--- config.mk ---
export PLATFORM = sky130hd
export DESIGN_NAME = cache_refill_ctrl
export DESIGN_NICKNAME = d
export VERILOG_FILES = /design/src/rtl/refill_pkg.sv /design/src/rtl/refill_wbuf.sv /design/src/rtl/cache_refill_ctrl.sv
export SDC_FILE = /design/constraint.sdc
export NUM_CORES = 1
export LEC_CHECK = 0
export BUFFER_PORTS_ARGS = -buffer_cell sky130_fd_sc_hd__buf_4
export CORE_MARGIN = 5
export CORE_UTILIZATION = 35
export DETAILED_ROUTE_END_ITERATION = 7
export HOLD_SLACK_MARGIN = 0.02
export PLACE_DENSITY = 0.63
export SLEW_MARGIN = 20
export SYNTH_ARGS = -nofsm -noshare
export SYNTH_HDL_FRONTEND = slang
export SYNTH_SLANG_ARGS = --single-unit
export TNS_END_PERCENT = 100
--- constraint.sdc ---
create_clock -name CLK_CPU -period 1.95 [get_ports CLK_CPU]
set_clock_uncertainty 0.15 [all_clocks]
set_input_delay 0 -clock CLK_CPU [delete_from_list [all_inputs] [get_ports CLK_CPU]]
set_output_delay 0 -clock CLK_CPU [all_outputs]
set_load 0.02 [all_outputs]
--- src/rtl/refill_pkg.sv ---
// ============================================================================
// Module   : refill_pkg
// Purpose  : Shared types and constants for the cache refill controller.
// Revision : 1.0 - initial release
// ============================================================================
`default_nettype none

package refill_pkg;

    typedef enum logic [1:0] {
        IDLE = 2'd0,
        REQ  = 2'd1,
        WAIT = 2'd2,
        FILL = 2'd3
    } refill_state_t;

    // Store sizes as encoded on wt_size; SZ_READ is the unused encoding.
    localparam logic [1:0] SZ_BYTE = 2'b00;
    localparam logic [1:0] SZ_HALF = 2'b01;
    localparam logic [1:0] SZ_WORD = 2'b10;
    localparam logic [1:0] SZ_READ = 2'b11;

    function automatic int hw_addr_w(input int byte_addr_w);
        return byte_addr_w - 1;
    endfunction

endpackage

`default_nettype wire

--- src/rtl/refill_wbuf.sv ---
// ============================================================================
// Module   : refill_wbuf
// Purpose  : One-entry write-through buffer; splits a store into halfword beats.
// Revision : 1.0 - initial release
// ============================================================================
`default_nettype none

module refill_wbuf
    import refill_pkg::*;
#(
    parameter int ADDR_W = 20
) (
    input  logic              clk,
    input  logic              rst,
    input  logic              i_wt_en,
    input  logic [ADDR_W-1:0] i_wt_addr,
    input  logic [1:0]        i_wt_size,
    input  logic [31:0]       i_wt_data,
    input  logic              i_pop,
    output logic              o_valid,
    output logic [ADDR_W-2:0] o_addr,
    output logic [15:0]       o_wdata,
    output logic [1:0]        o_wmask,
    output logic              o_last
);

    localparam int c_hw_w = hw_addr_w(ADDR_W);

    logic              r_valid;
    logic              r_beat;
    logic              r_lane;
    logic [1:0]        r_size;
    logic [c_hw_w-1:0] r_addr;
    logic [31:0]       r_data;

    always_ff @(posedge clk) begin
        if (rst) begin
            r_valid <= 1'b0;
            r_beat  <= 1'b0;
            r_lane  <= 1'b0;
            r_size  <= SZ_BYTE;
            r_addr  <= '0;
            r_data  <= '0;
        end else if (!r_valid) begin
            if (i_wt_en && (i_wt_size != SZ_READ)) begin
                r_valid <= 1'b1;
                r_beat  <= 1'b0;
                r_lane  <= i_wt_addr[0];
                r_size  <= i_wt_size;
                r_data  <= i_wt_data;
                // Misaligned halves/words are forced onto their natural boundary.
                r_addr  <= (i_wt_size == SZ_WORD) ? {i_wt_addr[ADDR_W-1:2], 1'b0}
                                                  : i_wt_addr[ADDR_W-1:1];
            end
        end else if (i_pop) begin
            if (o_last) begin
                r_valid <= 1'b0;
            end else begin
                r_beat <= 1'b1;
            end
        end
    end

    always_comb begin
        o_addr  = r_addr;
        o_wdata = {r_data[7:0], r_data[7:0]};
        o_wmask = r_lane ? 2'b10 : 2'b01;
        o_last  = 1'b1;
        case (r_size)
            SZ_WORD: begin
                o_addr  = {r_addr[c_hw_w-1:1], r_beat};
                o_wdata = r_beat ? r_data[31:16] : r_data[15:0];
                o_wmask = 2'b11;
                o_last  = r_beat;
            end
            SZ_HALF: begin
                o_wdata = r_data[15:0];
                o_wmask = 2'b11;
            end
            default: ;
        endcase
    end

    assign o_valid = r_valid;

endmodule

`default_nettype wire

--- src/rtl/cache_refill_ctrl.sv ---
// ============================================================================
// Module   : cache_refill_ctrl
// Purpose  : Arbitrates L1I/L1D refills and write-through stores onto a
//            16-bit backing RAM. Optional miss counters: REFILL_STATS_EN.
// Revision : 1.0 - initial release
// ============================================================================
`default_nettype none

module cache_refill_ctrl
    import refill_pkg::*;
#(
    parameter int ADDR_W = 20,
    parameter int CNT_W  = 16
) (
    input  logic              CLK_CPU,
    input  logic              RST,
    input  logic              icache_miss,
    input  logic [ADDR_W-1:0] icache_miss_addr,
    input  logic              dcache_miss,
    input  logic [ADDR_W-1:0] dcache_miss_addr,
    input  logic              wt_en,
    input  logic [ADDR_W-1:0] wt_addr,
    input  logic [1:0]        wt_size,
    input  logic [31:0]       wt_data,
    output logic              icache_fetch,
    output logic              dcache_fetch,
    output logic [ADDR_W-1:0] fill_addr,
    output logic [31:0]       fill_data,
    output logic              stall,
    output logic              mem_req,
    output logic              mem_we,
    output logic [ADDR_W-2:0] mem_addr,
    output logic [15:0]       mem_wdata,
    output logic [1:0]        mem_wmask,
    input  logic              mem_ready,
    input  logic              mem_rvalid,
    input  logic [15:0]       mem_rdata
`ifdef REFILL_STATS_EN
    ,
    output logic [CNT_W-1:0]  icache_miss_cnt,
    output logic [CNT_W-1:0]  dcache_miss_cnt
`endif
);

    localparam int c_unused_cnt_w = CNT_W;

    refill_state_t     r_state;
    refill_state_t     w_state_nxt;
    logic              r_we;
    logic              r_sel_d;
    logic              r_half;
    logic [ADDR_W-3:0] r_waddr;
    logic [15:0]       r_lo;
    logic [15:0]       r_hi;

    logic              w_pop;
    logic              w_start_wr;
    logic              w_start_rd;
    logic              w_start_sel_d;
    logic              w_req;
    logic              w_fill;
    logic              w_unused;

    logic              w_wb_valid;
    logic [ADDR_W-2:0] w_wb_addr;
    logic [15:0]       w_wb_wdata;
    logic [1:0]        w_wb_wmask;
    logic              w_wb_last;

    refill_wbuf #(
        .ADDR_W (ADDR_W)
    ) u_wbuf (
        .clk       (CLK_CPU),
        .rst       (RST),
        .i_wt_en   (wt_en),
        .i_wt_addr (wt_addr),
        .i_wt_size (wt_size),
        .i_wt_data (wt_data),
        .i_pop     (w_pop),
        .o_valid   (w_wb_valid),
        .o_addr    (w_wb_addr),
        .o_wdata   (w_wb_wdata),
        .o_wmask   (w_wb_wmask),
        .o_last    (w_wb_last)
    );

    always_ff @(posedge CLK_CPU) begin
        if (RST) begin
            r_state <= IDLE;
        end else begin
            r_state <= w_state_nxt;
        end
    end

    // Draining the store buffer first keeps a miss to a just-stored line coherent.
    always_comb begin
        w_state_nxt   = r_state;
        w_pop         = 1'b0;
        w_start_wr    = 1'b0;
        w_start_rd    = 1'b0;
        w_start_sel_d = 1'b0;
        case (r_state)
            IDLE: begin
                if (w_wb_valid) begin
                    w_state_nxt = REQ;
                    w_start_wr  = 1'b1;
                end else if (dcache_miss) begin
                    w_state_nxt   = REQ;
                    w_start_rd    = 1'b1;
                    w_start_sel_d = 1'b1;
                end else if (icache_miss) begin
                    w_state_nxt = REQ;
                    w_start_rd  = 1'b1;
                end
            end
            REQ: begin
                if (mem_ready) begin
                    if (r_we) begin
                        w_pop = 1'b1;
                        if (w_wb_last) begin
                            w_state_nxt = IDLE;
                        end
                    end else begin
                        w_state_nxt = WAIT;
                    end
                end
            end
            WAIT: begin
                if (mem_rvalid) begin
                    w_state_nxt = r_half ? FILL : REQ;
                end
            end
            FILL: w_state_nxt = IDLE;
            default: w_state_nxt = IDLE;
        endcase
    end

    always_ff @(posedge CLK_CPU) begin
        if (RST) begin
            r_we    <= 1'b0;
            r_sel_d <= 1'b0;
            r_half  <= 1'b0;
            r_waddr <= '0;
            r_lo    <= '0;
            r_hi    <= '0;
        end else begin
            if (w_start_wr) begin
                r_we <= 1'b1;
            end
            if (w_start_rd) begin
                r_we    <= 1'b0;
                r_sel_d <= w_start_sel_d;
                r_half  <= 1'b0;
                r_waddr <= w_start_sel_d ? dcache_miss_addr[ADDR_W-1:2]
                                         : icache_miss_addr[ADDR_W-1:2];
            end
            if ((r_state == WAIT) && mem_rvalid) begin
                if (r_half) begin
                    r_hi <= mem_rdata;
                end else begin
                    r_lo <= mem_rdata;
                end
                r_half <= ~r_half;
            end
        end
    end

    assign w_req  = (r_state == REQ);
    assign w_fill = (r_state == FILL);

    assign mem_req   = w_req;
    assign mem_we    = w_req & r_we;
    assign mem_addr  = !w_req ? '0 : (r_we ? w_wb_addr : {r_waddr, r_half});
    assign mem_wdata = (w_req & r_we) ? w_wb_wdata : 16'h0000;
    assign mem_wmask = (w_req & r_we) ? w_wb_wmask : 2'b00;

    assign icache_fetch = w_fill & ~r_sel_d;
    assign dcache_fetch = w_fill & r_sel_d;
    assign fill_addr    = w_fill ? {r_waddr, 2'b00} : '0;
    assign fill_data    = w_fill ? {r_hi, r_lo} : 32'h0;

    // A miss stops stalling in its own FILL cycle.
    assign stall = (icache_miss & ~icache_fetch)
                 | (dcache_miss & ~dcache_fetch)
                 | (wt_en & w_wb_valid);

    assign w_unused = ^{icache_miss_addr[1:0], dcache_miss_addr[1:0], c_unused_cnt_w[0]};

`ifdef REFILL_STATS_EN
    always_ff @(posedge CLK_CPU) begin
        if (RST) begin
            icache_miss_cnt <= '0;
            dcache_miss_cnt <= '0;
        end else begin
            if (icache_fetch && (icache_miss_cnt != {CNT_W{1'b1}})) begin
                icache_miss_cnt <= icache_miss_cnt + {{(CNT_W-1){1'b0}}, 1'b1};
            end
            if (dcache_fetch && (dcache_miss_cnt != {CNT_W{1'b1}})) begin
                dcache_miss_cnt <= dcache_miss_cnt + {{(CNT_W-1){1'b0}}, 1'b1};
            end
        end
    end
`endif

endmodule

`default_nettype wire

==> results of run 1 <==
[sequential cells by signal, indices dropped and copies added (netlist names)]
| register | flops |
|---|---|
| r_state | 2 |
| u_wbuf.o_valid | 1 |
| u_wbuf.r_addr | 19 |
| r_half | 1 |
| u_wbuf.r_size | 2 |
| r_hi | 16 |
| u_wbuf.r_lane | 1 |
| r_waddr | 18 |
| r_lo | 16 |
| u_wbuf.r_data | 32 |
| r_sel_d | 1 |
| u_wbuf.r_beat | 1 |
| r_we | 1 |
[critical path: cells and delay by family (launching register included)]
kind                     cells  cell delay, ps
buffers and inverters        2             300
AO/OA/AOI/OAI                1             190
flip-flops                   1             320
AND/OR/NAND/NOR              2             530
adder cells (fa/ha/maj)      1             150
[cell usage in the layout, fill, tap and decap left out, types with 2 or more instances in the layout]
cell type and n:
nor3_1 8, ha_4 2, buf_12 5, nand3_1 2
a21oi_1 94, and2_1 3, nor2_2 2, clkbuf_8 2
nor2b_4 2, inv_1 5, nor2b_1 10, nand4_1 2
dlygate4sd3_1 112, clkinv_2 3, nor2_1 32, o21ai_0 4
clkbuf_16 9, dfxtp_2 3, nand2b_1 4, a221oi_2 7
mux2i_1 36, nand2_1 176, nand3b_1 2, and3_1 51
conb_1 2, a22oi_2 9, o21ai_1 3, o2bb2ai_1 18
inv_2 3, buf_4 224, dfxtp_1 107
[area by class of cell]
| cell class | instances | area share (%) |
|---|---|---|
| timing repair buffer | 342 | 34.40 |
| multi-input combinational | 482 | 32.69 |
| sequential | 111 | 26.32 |
| clock buffer | 11 | 2.984 |
| tap | 184 | 2.718 |
| clock inverter | 4 | 0.5318 |
| inverter | 8 | 0.3545 |
[synthesized netlist by cell type]
| master | instances | area [sq um] |
|---|---|---|
| nand2_1 | 176 | 660.6 |
| dfxtp_1 | 111 | 2222 |
| a21oi_1 | 94 | 470.5 |
| and3_1 | 51 | 319.1 |
| mux2i_1 | 36 | 360.4 |
| nor2_1 | 32 | 120.1 |
| clkbuf_1 | 30 | 112.6 |
| buf_2 | 20 | 100.1 |
| o2bb2ai_1 | 18 | 157.7 |
| nor2b_1 | 12 | 75.07 |
| a221oi_1 | 8 | 70.07 |
| a22oi_1 | 8 | 60.06 |
| nor3_1 | 8 | 40.04 |
| buf_4 | 6 | 45.04 |
| inv_1 | 6 | 22.52 |
| and2_1 | 4 | 25.02 |
| nand2b_1 | 4 | 25.02 |
| o21ai_0 | 4 | 20.02 |
| o21ai_1 | 3 | 15.01 |
| buf_6 | 2 | 22.52 |
| ha_1 | 2 | 25.02 |
| inv_2 | 2 | 7.510 |
| nand3_1 | 2 | 10.01 |
| nand3b_1 | 2 | 15.01 |
| nand4_1 | 2 | 12.51 |
| nor2_2 | 2 | 12.51 |
| a211oi_1 | 1 | 7.510 |
| a21o_1 | 1 | 7.510 |
| a21oi_2 | 1 | 8.760 |
| a22o_1 | 1 | 8.760 |
| a22oi_2 | 1 | 12.51 |
| a2bb2oi_1 | 1 | 8.760 |
| buf_8 | 1 | 15.01 |
| conb_1 | 1 | 3.750 |
| nand2_4 | 1 | 11.26 |
| nor3_4 | 1 | 16.27 |
| nor3b_1 | 1 | 7.510 |
| or2_1 | 1 | 6.260 |
| or2_2 | 1 | 6.260 |
| or3_1 | 1 | 6.260 |
[worst max path at each step]
stage,start,slack [ps],to
finish,u_wbuf.r_size[0],-30,mem_wdata[7]
global route,u_wbuf.r_size[0],-80,mem_wdata[8]
CTS,u_wbuf.r_size[0],-50,mem_wdata[8]
detailed placement,u_wbuf.r_size[0],120,mem_wdata[8]
global placement,u_wbuf.r_size[0],160,mem_wdata[8]
floorplan,u_wbuf.r_size[0],120,mem_wdata[10]
[per-layer routing]
layer  global-route usage [%]  wire, microns  part of all wire, %  up-vias
met5                        0              7                0.038        -
met4                    7.486            443                  2.4        2
met3                    4.511           1090                  6.0       33
met2                    34.76           8777                   48      174
met1                    25.81           7947                   44     2615
li1                         -              -                    -     2815
[per-stage QoR]
stage	utilization, %	area, sq um	instances
floorplan	-	5156	660
CTS	58.26	8436	1142
global placement	47.49	6877	1013
detailed placement	47.49	6877	1013
global route	58.50	8471	1142
finish	58.50	8471	1142
[kinds of logic (layout without fill, tap and decap cells)]
group           count (synthesis)  count (layout)  share of synthesized area, %
compound gates                141             141                         16.44
fa+ha+maj                       2               2                        0.4856
buf+inv                        67             365                         6.314
flops                         111             111                         43.13
mux                            36              36                         6.994
other cells                     1               2                       0.07278
simple gates                  301             301                         26.57
[power groups by stage]
stage               clock network, mW  logic, mW  registers (mW)
global placement                    0       1.54            2.68
finish                           1.86       1.78            2.65
floorplan                           0      0.985            2.61
global route                     2.01       1.95            2.67
detailed placement                  0       1.55            2.69
CTS                              1.94       1.77            2.64
[repair_timing]
| action | CTS | global route |
|---|---|---|
| endpoints found under the hold margin | 110 | 0 |
| pin swaps | 6 | 11 |
| gates resized for setup | 27 | 6 |
| buffers inserted | 2 | 0 |
| setup endpoints to repair | 16 | 16 |
| hold buffers | 112 | 0 |
==> metrics.cfg, run 1 <==
[placement]
port_buffers = 204
dp_hpwl_mm = 11.79
post-place-ws_ps = 118.9
gp_congestion = 0.7835

[layout]
n_fill_cell = 1323
drive_gt1_share_pct = 29.44
multi_input_area_sq_um = 2769
diodes = 0
nets = 1073
syn2layout_area_growth_pct = 64.40
seq_area_sq_um = 2230

[power_and_ir_drop]
p_leak_nw = 3.675
sw_frac_of_total_pct = 30.82
clock_power_share_pct = 29.6
p_int_mw = 4.355
max-vdd-ir-drop_mv = 0.4117
p_comb_share_pct = 28.3
switching_power_mw = 1.940
p_per_area_nw_per_um2 = 743.1
seq_power_share_pct = 42.1
power_mw = 6.294

[critical_path]
r2r_start = u_wbuf.o_valid
start_kind = register
cp_max_fo = 8
rr_endpoint = r_half
arrival_ps = 1830
cpMostUsedCell = buf_4
worst_r2r_path_depth = 5
crit_type = register to output pin
max_stage_delay_ps = 460
crit_path_top_delay_cell = or3_4
worstSetupEndpointType = output pin
worstPathRequired_ps = 1800
r2r_slack_ps = 210
crit_chain = buf_4 -> ha_4 -> or3_4 -> a22oi_2 -> nor2_1 -> buf_4

[yosys]
ys_types = 40
yosysWarnings = 0
syn_area_sq_um = 5152
syn_area_per_cell_sq_um = 7.819
synth_cells = 659
seq_area_frac_synth_pct = 43.13
ys_seq_elements = 111

[worst_hold_path]
hp-class = input port to register
hold_end = u_wbuf.r_addr[0]
min_from = wt_en
hold_path_depth = 5

[sta]
final-hold-violation-count = 0
setup_ws_ps = -28.38
fmax_mhz = 505.5
final.setup.tns_ps = -36.74
hold_slack_ps = 72.99
slew_viol_final = 0
tightest_slew_ps = 605.2
finalSetupViolCount = 3
finalCritPeriodShare_pct = 101.5
rsz0062_at_grt = yes
slew-limit-headroom_pct = 59.65
period_minus_slack_ps = 1978

[drt]
drtIter0Drc = 266
drtPass1Iterations = 5
drt-vias-per-instance = 4.938
drt-wirelength-per-cell_microns = 15.99
drt_wl_total_mm = 18.27
vias = 5639
drcViolationCount = 0
postRouteAntennaNets = 0

[floorplanning]
pin_count = 211
dieArea_sq_um = 17250
initial_core_util_pct = 35.59
die_h_microns = 131.3
die_w_microns = 131.3
core-area_sq_um = 14480
num_rows = 44

[cts]
h-tree-depth = 3
numCtsBuffers = 9
clkLatencyLatePin_ps = 340
clock_sinks = 111
cts_root_buf = clkbuf_16
clk_pin_slew_ps = 70
cts_tree = yes
clk_path_buf_depth = 2

[global_route]
antenna_found_initial = 1
grt_first_pass_wirelength_mm = 29.62
grt_pass1_vias = 5687
grt_util_all_layers_pct = 20.58
grt_max_degree = 91
grt_overflow = 0

[run]
maxCapViolCount = 0

[outcome]
run_status = finished, violations left
violations = setup timing

Power figures use the tool's default switching activity.
==> run 2, diff against run 1 <==
--- a/config.mk
+++ b/config.mk
@@ -6,11 +6,13 @@
 export NUM_CORES = 1
 export LEC_CHECK = 0
 export BUFFER_PORTS_ARGS = -buffer_cell sky130_fd_sc_hd__buf_4
+export CORE_ASPECT_RATIO = 1.4
 export CORE_MARGIN = 5
 export CORE_UTILIZATION = 35
 export DETAILED_ROUTE_END_ITERATION = 7
 export HOLD_SLACK_MARGIN = 0.02
 export PLACE_DENSITY = 0.63
+export REMOVE_ABC_BUFFERS = 1
 export SLEW_MARGIN = 20
 export SYNTH_ARGS = -nofsm -noshare
 export SYNTH_HDL_FRONTEND = slang
==> run 2 against run 1 <==
Compared with the run above: the flow still finishes with violations (setup timing); sequential share of layout area down 0.30 points; final area up 1.0%; register-to-register slack about the same; non-clock buffer count up 7; global-route usage up 0.36 points; clock-buffer cell count down 1.
==> metrics.cfg, run 2 (same netlist as run 1, synthesis figures left out) <==
[power_and_ir_drop]
power_mw = 6.443
max-vdd-ir-drop_mv = 0.4724
p_leak_nw = 3.706
p_per_area_nw_per_um2 = 752.8

[drt]
postRouteAntennaNets = 0
drcViolationCount = 0
vias = 5670
wl_met1_mm = 7.350
met3_length_microns = 896
drt-vias-per-instance = 4.905
met2_length_mm = 9.693
routed.top_layer = met4
drtPass1Iterations = 4
drt-wirelength-per-cell_microns = 16.22
drtIter0Drc = 310
drt_wl_total_mm = 18.75

[layout]
drive_gt1_share_pct = 29.81
most-common-layout-cells = 228 x buf_4, 176 x nand2_1, 112 x dlygate4sd3_1
final_common_cell = buf_4
final_cells = 1156
nets = 1080
largest_reg_flops = 32
syn2layout_area_growth_pct = 66.12
top_register = u_wbuf.r_data
top_regs = u_wbuf.r_data (32), u_wbuf.r_addr (19), r_waddr (18)

[sta]
period_minus_slack_ps = 1956
finalSetupViolCount = 2
tightest_slew_ps = 642.8
hold_slack_ps = 63.50
slew_viol_final = 0
rsz0062_at_grt = yes
slew-limit-headroom_pct = 57.15
finalCritPeriodShare_pct = 100.3
setup_ws_ps = -5.748
fmax_mhz = 511.3
final-hold-violation-count = 0

[placement]
port_buffers = 204
gp_congestion = 0.8105
dp_hpwl_mm = 12.17
placed_cells_incl_taps = 1025

[global_route]
grt_overflow = 0
grt_pass1_vias = 5699
grt_util_all_layers_pct = 20.93
antenna_found_initial = 1
grt_first_pass_wirelength_mm = 29.62
grt_max_degree = 91

[cts]
numCtsBuffers = 9
clkLatencyLatePin_ps = 340
clock_sinks = 111
h-tree-depth = 3
cts_tree = yes
clk_path_buf_depth = 2
clk_pin_slew_ps = 70
cts_root_buf = clkbuf_16

[critical_path]
crit_chain = buf_4 -> ha_4 -> or3_4 -> a22oi_2 -> nor2_1 -> buf_4
worstPathRequired_ps = 1800
crit_cells = 6
crit_type = register to output pin
crit_family = simple AND/OR/NAND/NOR gates
critical_path_buf_inv_count = 2
worstSetupEndpointType = output pin
worst_r2r_path_depth = 5
arrival_ps = 1810
start_kind = register
max_stage_delay_ps = 450
cp_max_fo = 8
crit_path_top_delay_cell = or3_4
cpMostUsedCell = buf_4

[worst_hold_path]
hold_path_depth = 5
hp-class = input port to register

[floorplanning]
initial_core_util_pct = 35.67
num_rows = 52
dieArea_sq_um = 17280
die_h_microns = 153.6
core-area_sq_um = 14440
die_w_microns = 112.5
pin_count = 211

[run]
maxCapViolCount = 0

[outcome]
violations = setup timing
run_status = finished, violations left

run 2: cell types whose count changed in the layout (fill, tap and decap cells not counted), sizes merged:
cell	previous run	this run
clkinvlp	0	2
buf	230	237
clkbuf	11	10
clkinv	3	2
bufinv	1	2
diode	0	1
run 2: layout make-up:
class                   count  area [sq um]
repair buffers            349          2987
well taps                 189         236.5
inverters                   8         30.03
diodes                      1         2.502
multi-input cells         482          2763
clock inverters             6         85.08
clock buffers              10         229.0
fillers                  1286          5884
flip-flops and latches    111          2227
run 2: through the flow:
| step | utilization, % | setup TNS (ps) | area [sq um] | setup slack [ps] |
|---|---|---|---|---|
| 6_report | 59.26 | -10.16 | 8559 | -5.748 |
| 5_1_grt | 59.26 | -944.8 | 8559 | -95.80 |
| 4_1_cts | 58.65 | -45.14 | 8472 | -33.15 |
| 3_5_place_dp | 48.09 | 0 | 6945 | 145.7 |
| 3_3_place_gp | 48.09 | 0 | 6945 | 160.3 |
| 2_1_floorplan | - | -34790 | 4861 | -802.1 |
run 2: worst reg2reg max path: cells and delay by family, from the launching register on:
kind            cells  cell delay, ps
buf+inv             1             580
flops               1             380
simple gates        2             320
compound gates      2             180
run 2: layer usage:
metal,GRT usage [%],up-vias
met5,0,-
met4,10.19,0
met3,4.011,50
met2,36.84,179
met1,24.04,2611
li1,-,2830
run 2: report_power, final:
part           total [mW]  switching, mW  internal [mW]
registers            2.62          0.163           2.46
clock network        1.96          0.834           1.12
logic                1.86          0.990          0.873
total                6.44           1.99           4.46
run 2: final timing paths:
check | from | end | slack (ps)
hold reg to reg | r_lo[12] | r_lo[12] | 300
setup reg to reg | u_wbuf.o_valid | r_half | 210
setup / recovery | u_wbuf.r_size[0] | mem_wdata[3] | -6
hold / removal | wt_en | u_wbuf.r_addr[0] | 60
run 2: repair_timing:
| item | 4_1_cts | 5_1_grt |
|---|---|---|
| pin swaps | 7 | 16 |
| buffers inserted | 1 | 1 |
| hold buffers | 112 | 0 |
| setup endpoints to repair | 16 | 17 |
| resized for setup | 20 | 14 |
| gates cloned | 0 | 0 |
| hold endpoints to repair | 110 | 0 |
